**src/rtl/rv_pipe_pkg.sv**
```systemverilog
// Shared pipeline types: decoded control bundle, its NOP value and result-source encodings.
// Imported by the decode/control unit and by the execute-side pipeline registers.
package rv_pipe_pkg;

  localparam logic [1:0] RESULT_MEM = 2'b01;

  typedef struct packed {
    logic [2:0] ALUctrl;
    logic [2:0] ImmSrc;
    logic       RegWrite;
    logic       ALUSrc;
    logic       MemWrite;
    logic [1:0] ResultSrc;
    logic       Jump;
    logic       Branch;
    logic       branch_neg;
    logic       PcOp;
  } ctrl_t;

  localparam ctrl_t CTRL_NOP = '0;

endpackage

```
**src/rtl/hazard_detect.sv**
```systemverilog
// Load-use hazard detection: a load in EX whose destination feeds a source of the
// instruction currently in decode. Purely combinational.
module hazard_detect
  import rv_pipe_pkg::*;
(
  input  logic       valid_e,
  input  logic       reg_write_e,
  input  logic [1:0] result_src_e,
  input  logic [4:0] rd_e,
  input  logic       valid_d,
  input  logic [4:0] rs1_d,
  input  logic [4:0] rs2_d,
  output logic       load_use
);

  logic load_in_ex;
  logic src_match;

  // x0 is hard-wired zero, so a load targeting it can never create a dependency.
  assign load_in_ex = valid_e & reg_write_e & (result_src_e == RESULT_MEM) & (rd_e != 5'd0);
  assign src_match  = (rd_e == rs1_d) | (rd_e == rs2_d);
  assign load_use   = load_in_ex & src_match & valid_d;

endmodule

```
**src/rtl/id_ex_stage.sv**
```systemverilog
// ID/EX pipeline register with flush/stall/load-use bubble priority.
// Optional macro ID_EX_PERF_EN adds saturating bubble and stall counters.
module id_ex_stage
  import rv_pipe_pkg::*;
(
  input  logic        clk,
  input  logic        rst,
  input  logic        valid_d,
  input  ctrl_t       ctrl_d,
  input  logic [31:0] pc_d,
  input  logic [31:0] pc_plus4_d,
  input  logic [31:0] rd1_d,
  input  logic [31:0] rd2_d,
  input  logic [31:0] imm_d,
  input  logic [4:0]  rs1_d,
  input  logic [4:0]  rs2_d,
  input  logic [4:0]  rd_d,
  input  logic        flush_e,
  input  logic        stall_e,
  output logic        stall_d,
`ifdef ID_EX_PERF_EN
  output logic [31:0] perf_bubbles,
  output logic [31:0] perf_stalls,
`endif
  output logic        valid_e,
  output ctrl_t       ctrl_e,
  output logic [31:0] pc_e,
  output logic [31:0] pc_plus4_e,
  output logic [31:0] rd1_e,
  output logic [31:0] rd2_e,
  output logic [31:0] imm_e,
  output logic [4:0]  rs1_e,
  output logic [4:0]  rs2_e,
  output logic [4:0]  rd_e
);

  logic        valid_e_q, valid_e_d;
  ctrl_t       ctrl_e_q, ctrl_e_d;
  logic [31:0] pc_e_q, pc_e_d;
  logic [31:0] pc_plus4_e_q, pc_plus4_e_d;
  logic [31:0] rd1_e_q, rd1_e_d;
  logic [31:0] rd2_e_q, rd2_e_d;
  logic [31:0] imm_e_q, imm_e_d;
  logic [4:0]  rs1_e_q, rs1_e_d;
  logic [4:0]  rs2_e_q, rs2_e_d;
  logic [4:0]  rd_e_q, rd_e_d;
  logic        load_use;
  logic        bubble;

  hazard_detect u_hazard_detect (
    .valid_e      (valid_e_q),
    .reg_write_e  (ctrl_e_q.RegWrite),
    .result_src_e (ctrl_e_q.ResultSrc),
    .rd_e         (rd_e_q),
    .valid_d      (valid_d),
    .rs1_d        (rs1_d),
    .rs2_d        (rs2_d),
    .load_use     (load_use)
  );

  // A flush already kills the EX slot, so a pending load-use must not freeze decode.
  assign stall_d = stall_e | (load_use & ~flush_e);

  always_comb begin
    valid_e_d    = valid_e_q;
    ctrl_e_d     = ctrl_e_q;
    pc_e_d       = pc_e_q;
    pc_plus4_e_d = pc_plus4_e_q;
    rd1_e_d      = rd1_e_q;
    rd2_e_d      = rd2_e_q;
    imm_e_d      = imm_e_q;
    rs1_e_d      = rs1_e_q;
    rs2_e_d      = rs2_e_q;
    rd_e_d       = rd_e_q;
    bubble       = 1'b0;
    if (flush_e) begin
      bubble = 1'b1;
    end else if (stall_e) begin
      bubble = 1'b0;
    end else if (load_use || !valid_d) begin
      bubble = 1'b1;
    end else begin
      valid_e_d    = 1'b1;
      ctrl_e_d     = ctrl_d;
      pc_e_d       = pc_d;
      pc_plus4_e_d = pc_plus4_d;
      rd1_e_d      = rd1_d;
      rd2_e_d      = rd2_d;
      imm_e_d      = imm_d;
      rs1_e_d      = rs1_d;
      rs2_e_d      = rs2_d;
      rd_e_d       = rd_d;
    end
    // Bubbles clear only valid/control; data fields keep stale values.
    if (bubble) begin
      valid_e_d = 1'b0;
      ctrl_e_d  = CTRL_NOP;
    end
  end

  always_ff @(posedge clk) begin
    if (rst) begin
      valid_e_q    <= 1'b0;
      ctrl_e_q     <= CTRL_NOP;
      pc_e_q       <= '0;
      pc_plus4_e_q <= '0;
      rd1_e_q      <= '0;
      rd2_e_q      <= '0;
      imm_e_q      <= '0;
      rs1_e_q      <= '0;
      rs2_e_q      <= '0;
      rd_e_q       <= '0;
    end else begin
      valid_e_q    <= valid_e_d;
      ctrl_e_q     <= ctrl_e_d;
      pc_e_q       <= pc_e_d;
      pc_plus4_e_q <= pc_plus4_e_d;
      rd1_e_q      <= rd1_e_d;
      rd2_e_q      <= rd2_e_d;
      imm_e_q      <= imm_e_d;
      rs1_e_q      <= rs1_e_d;
      rs2_e_q      <= rs2_e_d;
      rd_e_q       <= rd_e_d;
    end
  end

  assign valid_e    = valid_e_q;
  assign ctrl_e     = ctrl_e_q;
  assign pc_e       = pc_e_q;
  assign pc_plus4_e = pc_plus4_e_q;
  assign rd1_e      = rd1_e_q;
  assign rd2_e      = rd2_e_q;
  assign imm_e      = imm_e_q;
  assign rs1_e      = rs1_e_q;
  assign rs2_e      = rs2_e_q;
  assign rd_e       = rd_e_q;

`ifdef ID_EX_PERF_EN
  logic [31:0] perf_bubbles_q, perf_bubbles_d;
  logic [31:0] perf_stalls_q, perf_stalls_d;

  always_comb begin
    perf_bubbles_d = perf_bubbles_q;
    perf_stalls_d  = perf_stalls_q;
    if (bubble && (perf_bubbles_q != 32'hFFFF_FFFF)) perf_bubbles_d = perf_bubbles_q + 32'd1;
    if (stall_d && (perf_stalls_q != 32'hFFFF_FFFF)) perf_stalls_d = perf_stalls_q + 32'd1;
  end

  always_ff @(posedge clk) begin
    if (rst) begin
      perf_bubbles_q <= '0;
      perf_stalls_q  <= '0;
    end else begin
      perf_bubbles_q <= perf_bubbles_d;
      perf_stalls_q  <= perf_stalls_d;
    end
  end

  assign perf_bubbles = perf_bubbles_q;
  assign perf_stalls  = perf_stalls_q;
`endif

endmodule

```
**config.mk**
```make
export PLATFORM = sky130hd
export DESIGN_NAME = id_ex_stage
export DESIGN_NICKNAME = d
export VERILOG_FILES = /design/src/rtl/rv_pipe_pkg.sv /design/src/rtl/hazard_detect.sv /design/src/rtl/id_ex_stage.sv
export SDC_FILE = /design/constraint.sdc
export NUM_CORES = 1
export LEC_CHECK = 0
export CAP_MARGIN = 20
export CORE_ASPECT_RATIO = 2
export CORE_MARGIN = 8
export CORE_UTILIZATION = 35
export DETAILED_ROUTE_END_ITERATION = 8
export GPL_TIMING_DRIVEN = 0
export PLACE_DENSITY = 0.75
export SYNTH_ARGS = -nofsm -noshare
export SYNTH_HDL_FRONTEND = slang
export SYNTH_HIERARCHICAL = 1
export SYNTH_SLANG_ARGS = --single-unit
```
**constraint.sdc**
```tcl
create_clock -name clk -period 2.5 [get_ports clk]
set_input_delay 0.75 -clock clk [delete_from_list [all_inputs] [get_ports clk]]
set_output_delay 0.75 -clock clk [all_outputs]
set_load 0.05 [all_outputs]
```
Word-level counts from Yosys, hierarchy flattened
Index checks and enable logic that the tools add are counted.
Widths: inputs -> output; s select.
{"block": "totals", "reg_bits": 191, "out_inout_bits": 192}
{"block": "classes", "eq_ne": 3, "n_mux": 3, "bitwise_logic": 11, "reduce_logical": 5}
{"operator": "$eq 5x5->1", "count": 2}
{"operator": "$and 1x1->1", "count": 6}
{"operator": "$reduce_bool 5->1", "count": 1}
{"operator": "$mux 1", "count": 3}
{"operator": "$not 1->1", "count": 3}
{"operator": "$reduce_and 3->1", "count": 1}
{"operator": "$eq 2x1->1 const B", "count": 1}
{"operator": "$or 1x1->1", "count": 2}
{"operator": "$reduce_or 2->1", "count": 1}
{"operator": "$logic_not 1->1", "count": 1}
{"operator": "$logic_or 1x1->1", "count": 1}

Longest topological paths before layout
{"block": "depth", "ltp_word": 10, "mapped_depth": 10, "depth_no_buf": 7}

Hierarchy
The synthesis kept the hierarchy.
{"module": "id_ex_stage", "instances": 1, "cells_per_inst": 833, "area_each_um2": 6600.1}
{"module": "hazard_detect", "instances": 1, "cells_per_inst": 18, "area_each_um2": 142.6}

Least setup slack after synthesis
No wires, ideal clock.
{"block": "synth_path", "path_kind": "input port to output port", "start": "in rs2_d[2]", "end": "out stall_d", "arrival_ps": 1790, "t_required_ps": 1750, "setup_slack_ps": -40, "cell_stages": 5, "n_path_buf": 0, "path_cell_list": "xor2_1 -> nor3_1 -> nand3_1 -> a21oi_1 -> a21o_1"}
{"block": "synth_via", "elab_chain_cells": 6}
{"element": "start: declaration", "line_no": "id_ex_stage.sv:16", "text": "input logic [4:0] rs2_d,"}
{"element": "$eq 5x5->1", "line_no": "hazard_detect.sv:21", "text": "assign src_match = (rd_e == rs1_d) | (rd_e == rs2_d);"}
{"element": "$or 1x1->1", "line_no": "hazard_detect.sv:21"}
{"element": "$and 1x1->1 (2 in series)", "line_no": "hazard_detect.sv:22", "text": "assign load_use = load_in_ex & src_match & valid_d;"}
{"element": "net load_use", "line_no": "id_ex_stage.sv:47", "text": "logic load_use;"}
{"element": "$and 1x1->1", "line_no": "id_ex_stage.sv:62", "text": "assign stall_d = stall_e | (load_use & ~flush_e);"}
{"element": "$or 1x1->1", "line_no": "id_ex_stage.sv:62"}
{"element": "end: declaration", "line_no": "id_ex_stage.sv:20", "text": "output logic stall_d,"}
The timed path passes the listed nets, and every way through them passes these cells.

Final worst setup path
Same ends and word-level chain as after synthesis.

==> flow_metrics.py <==
metrics = {
    "run_status": {
        "outcome": "finished, violations left",
        "violations": "setup timing",
    },
    "synthesis": {
        "ys_ff_latch": 191,
        "ys_warn_count": 6,
        "syn-num-nets": 1046,
        "yosysTopAreaCell": "dfxtp_1",
        "synth_sequential_area_ratio_pct": 56.7,
        "synthCells": 851,
        "synth.avg_cell_area_um2": 7.92,
        "synth_area_leaders": "dfxtp_1, nand2_1, a21oi_1",
        "synth_area_um2": 6740,
        "synth_top_area_share_pct": 56.7,
        "post_synth_num_cell_types": 20,
    },
    "die": {
        "core_um2": 19100,
        "chipHeight_um": 212,
        "ios": 387,
        "dieArea_um2": 24200,
        "std_cell_rows": 72,
        "start_util_pct": 35.3,
        "die_w_um": 114,
    },
    "cells_and_area": {
        "drive_gt1_share_pct": 24.8,
        "nets": 1472,
        "area_growth_pct": 98.6,
        "final_common_cell": "clkdlybuf4s50_1",
        "nFillCells": 1371,
        "final_area_um2": 13400,
        "diodes": 0,
        "final_cell_mix": "clkdlybuf4s50_1, nand2_1, dfxtp_1",
    },
    "setup_path": {
        "cp-end-kind": "output port",
        "crit_slowest_cell": "clkdlybuf4s15_1",
        "cp_top_family": "compound AO/OA/AOI/OAI gates",
        "crit_start": "rs2_d[2]",
        "crit_buf_inv": 2,
        "required_ps": 1750,
        "r2r.worst_path.cells": 10,
        "r2r_end": "pc_plus4_e[12]$_SDFFE_PP0P_",
        "path_cells": "clkdlybuf4s15_1 > xor2_1 > nor3_1 > nand3_1 > a21oi_2 > a21o_2 > buf_8",
        "arrival_ps": 1950,
        "crit_fanout": 2,
        "regToRegStartpoint": "rd_e[1]$_SDFFE_PP0P_",
        "cp-start-kind": "input pin",
        "rrSetupSlack_ps": -100,
        "path_class": "in2out",
        "path_depth": 7,
        "critPathMaxStageDelay_ps": 200,
        "crit_path_end": "stall_d",
    },
    "routing": {
        "drtPass1Iterations": 6,
        "viasPerCell": 4.91,
        "post_drt_wl_per_cell_um": 20.9,
        "drc": 0,
        "routed_wl_um": 32300,
        "final_antenna_net_count": 0,
        "vias": 7588,
        "drt_iter0_drc": 318,
    },
    "pwr": {
        "power.switching_mw": 2.02,
        "power_density_nw_per_um2": 559,
        "ir_drop_uv": 550,
        "power_mw": 7.48,
        "p_leak_nw": 4.88,
        "pwr-share-seq_pct": 43.1,
        "clkPwrFrac_pct": 38.2,
        "p_comb_share_pct": 18.7,
        "swShare_pct": 27.0,
        "cellInternalPower_mw": 5.46,
    },
    "sta": {
        "hold_viol_final": 0,
        "maxSlewHeadroom_pct": 50.7,
        "finalSetupViolCount": 143,
        "skew_ps": 8.42,
        "final_max_slew_viol_count": 0,
        "fmax_mhz": 371,
        "timing.final.crit_share_pct": 108,
        "fin_ws_ps": -197,
        "rsz0062_at_grt": "true",
        "final.min_clock_period_ps": 2700,
        "worst_pin_slew_ps": 739,
    },
    "clock_tree": {
        "clockRootBuffer": "clkbuf_16",
        "cts_buffers": 17,
        "htreeDepth": 4,
        "cts_hold_buffers": 0,
        "clockBufferDepth": 2,
        "cts.sinks": 191,
        "clk_pin_slew_ps": 60,
        "cts_tree": "yes",
        "clkLatencyLatePin_ps": 430,
    },
    "place": {
        "port_buffers": 385,
        "dp_hpwl_um": 22400,
        "placed_area_um2": 10900,
        "gp_congestion": 0.889,
        "dp_slack_ps": -1220,
    },
    "global_route": {
        "grt_pass1_vias": 7448,
        "grt_start_max_net_pins": 17,
        "grt_pass1_wl_um": 42000,
        "grt_usage_pct": 22.8,
        "grt_remaining_overflow": 0,
        "antenna_found_initial": 0,
    },
    "min_path": {
        "hold_path.class": "reg2reg",
    },
    "flow_run": {
        "drv_cap": 0,
    },
}
-- cell families (layout without fill, tap and decap cells) --
kind of cell | Yosys count | after routing | synth area share (%)
compound gates | 194 | 194 | 14.5
flops | 191 | 191 | 56.7
buf+inv | 64 | 500 | 5.20
xor+xnor | 10 | 10 | 1.30
simple gates | 392 | 392 | 22.2
-- power groups by stage --
stage / logic (mW) / registers (mW) / clock network [mW]
6_report: 1.40 / 3.22 / 2.86
5_1_grt: 1.47 / 3.23 / 3.03
4_1_cts: 1.20 / 3.19 / 2.89
3_5_place_dp: 1.17 / 3.26 / 0
3_3_place_gp: 1.16 / 3.26 / 0
2_1_floorplan: 0.239 / 3.58 / 0
-- cells in the mapped netlist --
cell type and number:
buf_6 11, nand2_1 380, nor2b_1 1, buf_2 22, or4_1 1, nor3_1 2, o211ai_2 1, a21oi_1 191
or4b_1 1, and4b_1 1, nand3_1 2, xnor2_1 4, a21o_1 1, clkbuf_1 30, xor2_1 6, o21ai_1 1
nor4b_1 1, nor2_1 3, dfxtp_1 191, inv_1 1
-- worst min path at each step --
stage                                           start                     endpoint  slack, ps  depth (start not counted)
after floorplan                  rd_e[1]$_SDFFE_PP0P_         rd_e[1]$_SDFFE_PP0P_        590                          2
after global placement         rd1_e[11]$_SDFFE_PP0P_       rd1_e[11]$_SDFFE_PP0P_        440                          2
after detailed placement  pc_plus4_e[20]$_SDFFE_PP0P_  pc_plus4_e[20]$_SDFFE_PP0P_        450                          2
after CTS                 pc_plus4_e[20]$_SDFFE_PP0P_  pc_plus4_e[20]$_SDFFE_PP0P_        450                          2
after global routing            rs2_e[4]$_SDFFE_PP0P_        rs2_e[4]$_SDFFE_PP0P_        470                          2
final                           imm_e[9]$_SDFFE_PP0P_        imm_e[9]$_SDFFE_PP0P_        460                          2
-- what timing repair did --
item / 4_1_cts / 5_1_grt
buffers inserted: 4 / 2
pin swaps: 7 / 220
setup endpoints to repair: 194 / 189
endpoints found under the hold margin: 0 / 0
cloned: 3 / 13
gates resized for setup: 58 / 402
-- per-layer routing --
| metal | global-route usage, % | vias to the layer above | routed length, µm |
|---|---|---|---|
| li1 | - | 3583 | - |
| met1 | 22.4 | 3555 | 11600 |
| met2 | 39.3 | 406 | 16000 |
| met3 | 12.6 | 44 | 3950 |
| met4 | 8.32 | 0 | 810 |
| met5 | 0 | - | 0 |
-- final cells by class --
type / count / area (µm²) / share of cell area (%)
timing repair buffer: 407 / 4290 / 32.1
sequential: 191 / 3830 / 28.6
buffer: 63 / 554 / 4.14
tap: 259 / 324 / 2.42
clock inverter: 6 / 135 / 1.01
clock buffer: 23 / 458 / 3.42
multi-input combinational: 596 / 3790 / 28.3
inverter: 1 / 3.75 / 0.0280
-- worst register-to-register path, delay by kind of cell, from the launching register on --
family          cells  cell delay (ps)
buf+inv             4              670
flops               1              340
compound gates      3              310
simple gates        3             1130
-- per-stage QoR --
stage                     hold slack [ps]  utilization, %  TNS [ps]  instances
after CTS                             455            61.1      -165       1531
after global routing                  473            70.1    -16520       1546
final                                 458            70.1     -7710       1546
after detailed placement              446            57.2   -114210       1495
after global placement                441            57.2   -108080       1495
after floorplan                       595               -         0        851
-- flip-flops by register name (all words and copies together), names as in the netlist --
name / cells
ctrl_e: 15
imm_e: 32
pc_e: 32
pc_plus4_e: 32
rd1_e: 32
rd2_e: 32
rd_e: 5
rs1_e: 5
rs2_e: 5
valid_e: 1
No activity file was read; power rests on OpenSTA's default activity.
==> RTL change 1, RTL diff (same settings) <==
Add a define of `ID_EX_PERF_EN`.
--- a/src/rtl/id_ex_stage.sv
+++ b/src/rtl/id_ex_stage.sv
@@ -1,4 +1,6 @@
 // ID/EX pipeline register with flush/stall/load-use bubble priority.
 // Optional macro ID_EX_PERF_EN adds saturating bubble and stall counters.
+`define ID_EX_PERF_EN
+
 module id_ex_stage
   import rv_pipe_pkg::*;
New outputs: perf_bubbles and perf_stalls. Function: not settled (the Yosys comparison gave no result); the edit may change what the design does.
==> RTL change 1 against the original RTL <==
  * The flow still finishes with violations (negative setup slack)
  * Cell area rose by 22%
  * Setup slack got worse by 0.19 ns
  * Combinational power fell by 6%
  * Synthesized area rose by 47%
  * Synthesized cell count rose by 45%
  * Count of clock-buffer cells in the layout rose by 6
  * Sequential cell count rose by 64
  * Wire length rose by 31%
  * Power rose by 24%
  * Critical endpoint unchanged
==> RTL change 1: results <==
export IMPL_grt_pass1_vias=10400
export IMPL_violations="negative setup slack"
export IMPL_place_congestion=0.895
export IMPL_critical_path_max_stage_delay_ns=0.54
export IMPL_min_delay_worst_endpoint="rd2_e[6]"
export IMPL_final_setup_viol_count=136
export IMPL_final_critical_path_setup_slack_ns=-0.392
export IMPL_timing_rr_start="rd_e[2]"
export IMPL_cts_root_to_sink_buffers=3
export IMPL_post_layout_net_count=1937
export IMPL_cts_root_buffer_cell="clkbuf_16"
export IMPL_first_iter_violations=482
export IMPL_clk_pin_slew_ns=0.07
export IMPL_groute_usage_overall_pct=23.1
export IMPL_synth_top_flop_cell="dfxtp_1"
export IMPL_synth_compound_area_share_pct=15.3
export IMPL_totalNegativeSetupSlack_ns=-7.50
export IMPL_hp_start="rd2_e[6]"
export IMPL_main_area_contributors_after_synthesis="dfxtp_1, nand2_1, a21oi_1, clkbuf_1, xnor2_1"
export IMPL_crit_slowest_cell="or4_4"
export IMPL_synth_commonest_cells="nand2_1, dfxtp_1, a21oi_1, clkbuf_1, nor2_1"
export IMPL_synth_adder_area_share_pct=0.253
export IMPL_synth_warnings=6
export IMPL_total_leakage_power_uw=0.00608
export IMPL_detailroute_via_count=10800
export IMPL_synthesis_nets=1433
export IMPL_final_instance_count_excl_fill=2113
export IMPL_timing_reg2reg_setup_slack_ns=-0.31
export IMPL_syn_area_per_cell_sq_um=7.99
export IMPL_timing_reg2reg_worst_path_depth=12
export IMPL_wl_microns=42500
export IMPL_path_delay_family="simple AND/OR/NAND/NOR gates"
export IMPL_dp_hpwl_microns=32500
export IMPL_reg2reg_to="perf_stalls[28]"
export IMPL_grt_antenna_before_repair=6
export IMPL_numCtsBuffers=23
export IMPL_latest_clock_arrival_within_the_worst_skew_pair_ns=0.53
export IMPL_yosysUniqueCellTypes=49
export IMPL_irDropWorstVdd_mv=0.503
export IMPL_worst_slew_margin_rel_pct=17.6
export IMPL_synth_xor_xnor_area_share_pct=3.10
export IMPL_drive_gt1_share_pct=10.5
export IMPL_pin_count_of_the_biggest_net_entering_global_routing=17
export IMPL_min_path_type="flip-flop to flip-flop"
export IMPL_yosysSeqAreaShare_pct=51.7
export IMPL_buffer_ports_inserted=450
export IMPL_grt_first_pass_wirelength_microns=61200
export IMPL_final_setup_skew_ns=0.0176
export IMPL_hold_path_depth=2
export IMPL_worstPathArrival_ns=2.14
export IMPL_htree_levels=1
export IMPL_outcome="finished, violations left"
export IMPL_place_inst=2042
export IMPL_drt_pass1_iter_count=6
export IMPL_synthMuxAreaShare_pct=0.671
export IMPL_synth_async_sr_flop_share_pct=0
export IMPL_fillerInstances=2501
export IMPL_worst_path_max_fanout=2
[RTL change 1: changes by cell type after synthesis, moves of 20 or more]
cell      delta
a21oi_1     +36
buf_2       -20
clkbuf_1    +44
dfxtp_1     +64
nand2_1     +26
nand4_1     +21
nor2_1      +40
xnor2_1     +24
[RTL change 1: worst min-delay path: stages, from the launching register on]
cell     delay, ns
dfxtp_1       0.31
nand2_1       0.05
a21oi_1       0.05
[RTL change 1: area by class of cell]
| cell class | instances | area (sq um) | share of cell area [%] |
|---|---|---|---|
| inverter | 8 | 30.0 | 0.184 |
| buffer | 78 | 531 | 3.25 |
| multi-input combinational | 895 | 4770 | 29.2 |
| antenna | 3 | 7.51 | 0.0460 |
| sequential | 255 | 5120 | 31.3 |
| clock inverter | 10 | 140 | 0.858 |
| timing repair buffer | 479 | 4640 | 28.4 |
| clock buffer | 29 | 638 | 3.91 |
| tap | 356 | 445 | 2.73 |
[RTL change 1: cells by family (layout without fill, tap and decap cells)]
logic type / count (synthesis) / after routing
AOI/OAI and AO/OA: 280 / 280
xor gates and xnor gates: 35 / 35
adders and majority gates: 2 / 2
DFF: 255 / 255
muxes: 6 / 6
other: 0 / 3
buffers and inverters: 86 / 604
and+or+nand+nor: 572 / 572
[RTL change 1: timing repair]
action,in CTS,in global routing
setup buffers,13,19
pin swaps,15,36
resized for setup,208,71
setup endpoints to repair,338,274
[RTL change 1: worst max-delay path by stage]
stage                     startpoint               to  slack, ns  cells past startpoint
after global placement      rs2_d[4]          stall_d      -1.49                      9
after floorplan             rs2_d[4]  perf_stalls[28]      -0.24                      9
after global routing         rd_e[2]          stall_d      -0.49                      9
after CTS                    rd_e[1]          stall_d      -0.47                      7
after detailed placement    rs2_d[4]          stall_d      -1.46                      9
final                        rd_e[2]          stall_d      -0.39                      7
[RTL change 1: through the flow]
stage	total power [uW]	instance area [sq um]	setup slack [ns]	hold WS, ns	utilization, %
floorplan	4930	9910	-0.240	0.595	-
CTS	9340	15900	-0.465	0.455	56.8
finish	9260	16300	-0.392	0.452	58.4
global placement	5590	14900	-1.49	0.441	53.1
detailed placement	5600	14900	-1.46	0.446	53.1
global route	9580	16300	-0.492	0.467	58.3
[RTL change 1: routing by layer]
metal	share of wire, %	global-route usage, %	vias to the layer above	wire length, microns
met5	0.082	0	-	35
met4	2.4	5.94	6	1020
met3	13	10.0	67	5570
met2	49	40.6	496	20800
met1	35	24.7	4981	15100
li1	-	-	5201	-
[RTL change 1: power breakdown]
| part | switching [uW] | leakage (uW) | internal [uW] |
|---|---|---|---|
| Clock | 1600 | 0.000385 | 2120 |
| Sequential | 64.3 | 0.00207 | 4160 |
| Combinational | 761 | 0.00362 | 549 |
| Total | 2430 | 0.00608 | 6830 |
==> RTL change 2, RTL diff (same flow settings) <==
Made on the original files. Take the reset off `imm_e_q` and load it in a clocked block of its own.
--- a/src/rtl/id_ex_stage.sv
+++ b/src/rtl/id_ex_stage.sv
@@ -107,5 +107,4 @@
       rd1_e_q      <= '0;
       rd2_e_q      <= '0;
-      imm_e_q      <= '0;
       rs1_e_q      <= '0;
       rs2_e_q      <= '0;
@@ -118,9 +117,12 @@
       rd1_e_q      <= rd1_e_d;
       rd2_e_q      <= rd2_e_d;
-      imm_e_q      <= imm_e_d;
       rs1_e_q      <= rs1_e_d;
       rs2_e_q      <= rs2_e_d;
       rd_e_q       <= rd_e_d;
     end
+  end
+
+  always_ff @(posedge clk) begin
+    imm_e_q <= imm_e_d;
   end
 
Behaviour: not the same (a bounded check fails within 4 cycles, from zero or initial values and one cycle with rst high).
==> RTL change 2 against the original RTL <==
  * The run still ends with negative setup slack left
  * Non-clock buffer count shrank 6
  * Cell area shrank 2.1%
  * Wire length shrank 5.5%
  * Power shrank 1.8%
  * Setup slack gained 0.054 ns
  * Synthesized area shrank 1.8%
  * Final cell count shrank 8.7%
  * Die area shrank 1.6%
  * Sequential cell count is the same
  * Register-to-register slack gained 0.08 ns
  * Critical endpoint unchanged
  * Largest cell class unchanged
==> RTL change 2: results <==
export IMPL_multi_input_area_share_pct=23.9
export IMPL_p_int_uw=5250
export IMPL_synth_commonest_cells="nand2_1, a21oi_1, dfxtp_1, edfxtp_1, clkbuf_1"
export IMPL_post_layout_net_count=1371
export IMPL_first_iter_violations=310
export IMPL_layout_comb_gates_multi_input=499
export IMPL_non_clock_buffer_area_share_pct=37.7
export IMPL_crit_path_start="rs1_d[2]"
export IMPL_clock_area_share_pct=4.29
export IMPL_routed_wl_met3_microns=1980
export IMPL_place_congestion=0.854
export IMPL_yosysUniqueCellTypes=22
export IMPL_drive_gt1_share_pct=24.4
export IMPL_pin_count_of_the_biggest_net_entering_global_routing=42
export IMPL_drt_pass1_iter_count=4
export IMPL_worst_path_max_fanout=3
export IMPL_syn_area_per_cell_sq_um=8.90
export IMPL_worst_slew_margin_rel_pct=50.2
export IMPL_main_area_contributors_after_synthesis="dfxtp_1, nand2_1, edfxtp_1, a21oi_1, buf_6"
export IMPL_final_area_sq_mm=0.0131
export IMPL_synthesis_nets=939
export IMPL_switching_share_pct=28.5
export IMPL_std_cell_rows=71
export IMPL_total_leakage_power_uw=0.00502
export IMPL_sh_seq_area_pct=31.7
export IMPL_power_frac_comb_pct=19.3
export IMPL_yosysSeqAreaShare_pct=62.6
export IMPL_min_delay_worst_endpoint="rs1_e[4]"
export IMPL_reg2reg_to="pc_e[1]"
export IMPL_final_critical_path_setup_slack_ns=-0.144
export IMPL_violations="negative setup slack"
export IMPL_final_setup_viol_count=3
export IMPL_fillerInstances=1359
export IMPL_number_of_flops_mapped_to_enable_cells_by_yosys=32
export IMPL_clockBufferCount=18
export IMPL_dp_hpwl_microns=21300
export IMPL_inverters_excl_clock=3
export IMPL_placed_area_sq_mm=0.0108
export IMPL_timing_rr_start="rd_e[2]"
export IMPL_detailroute_via_count=6959
export IMPL_antennaDiodeCount=4
export IMPL_irDropWorstVdd_mv=0.472
export IMPL_totalNegativeSetupSlack_ns=-0.175
export IMPL_wl_microns=30600
export IMPL_groute_usage_overall_pct=21.8
export IMPL_outcome="finished, violations left"
[RTL change 2: per-layer routing]
| layer | global-route usage, % | up-vias |
|---|---|---|
| li1 | - | 3296 |
| met4 | 9.30 | 0 |
| met2 | 41.4 | 299 |
| met3 | 7.22 | 52 |
| met1 | 20.6 | 3312 |
| met5 | 0 | - |
[RTL change 2: logic make-up (layout without fill, tap and decap cells)]
logic type             count (synthesis)  in the layout  synth area share (%)
flip-flops                           191            191                  62.6
AO/OA/AOI/OAI                        162            162                  12.4
XOR/XNOR                              10             10                  1.32
other                                  0              4                     0
buffers and inverters                 54            499                  4.82
AND/OR/NAND/NOR                      327            327                  18.9
[RTL change 2: timing repair]
item,in CTS,in global routing
endpoints found under the hold margin,0,0
setup endpoints to repair,193,194
pin swaps,7,166
resized for setup,54,343
gates cloned,1,20
setup buffers,4,3
[RTL change 2: worst max-delay path: cells and delay by family]
family	cells	cell delay, ns
buf+inv	2	0.36
compound gates	2	0.35
simple gates	2	0.28
xor+xnor	1	0.15
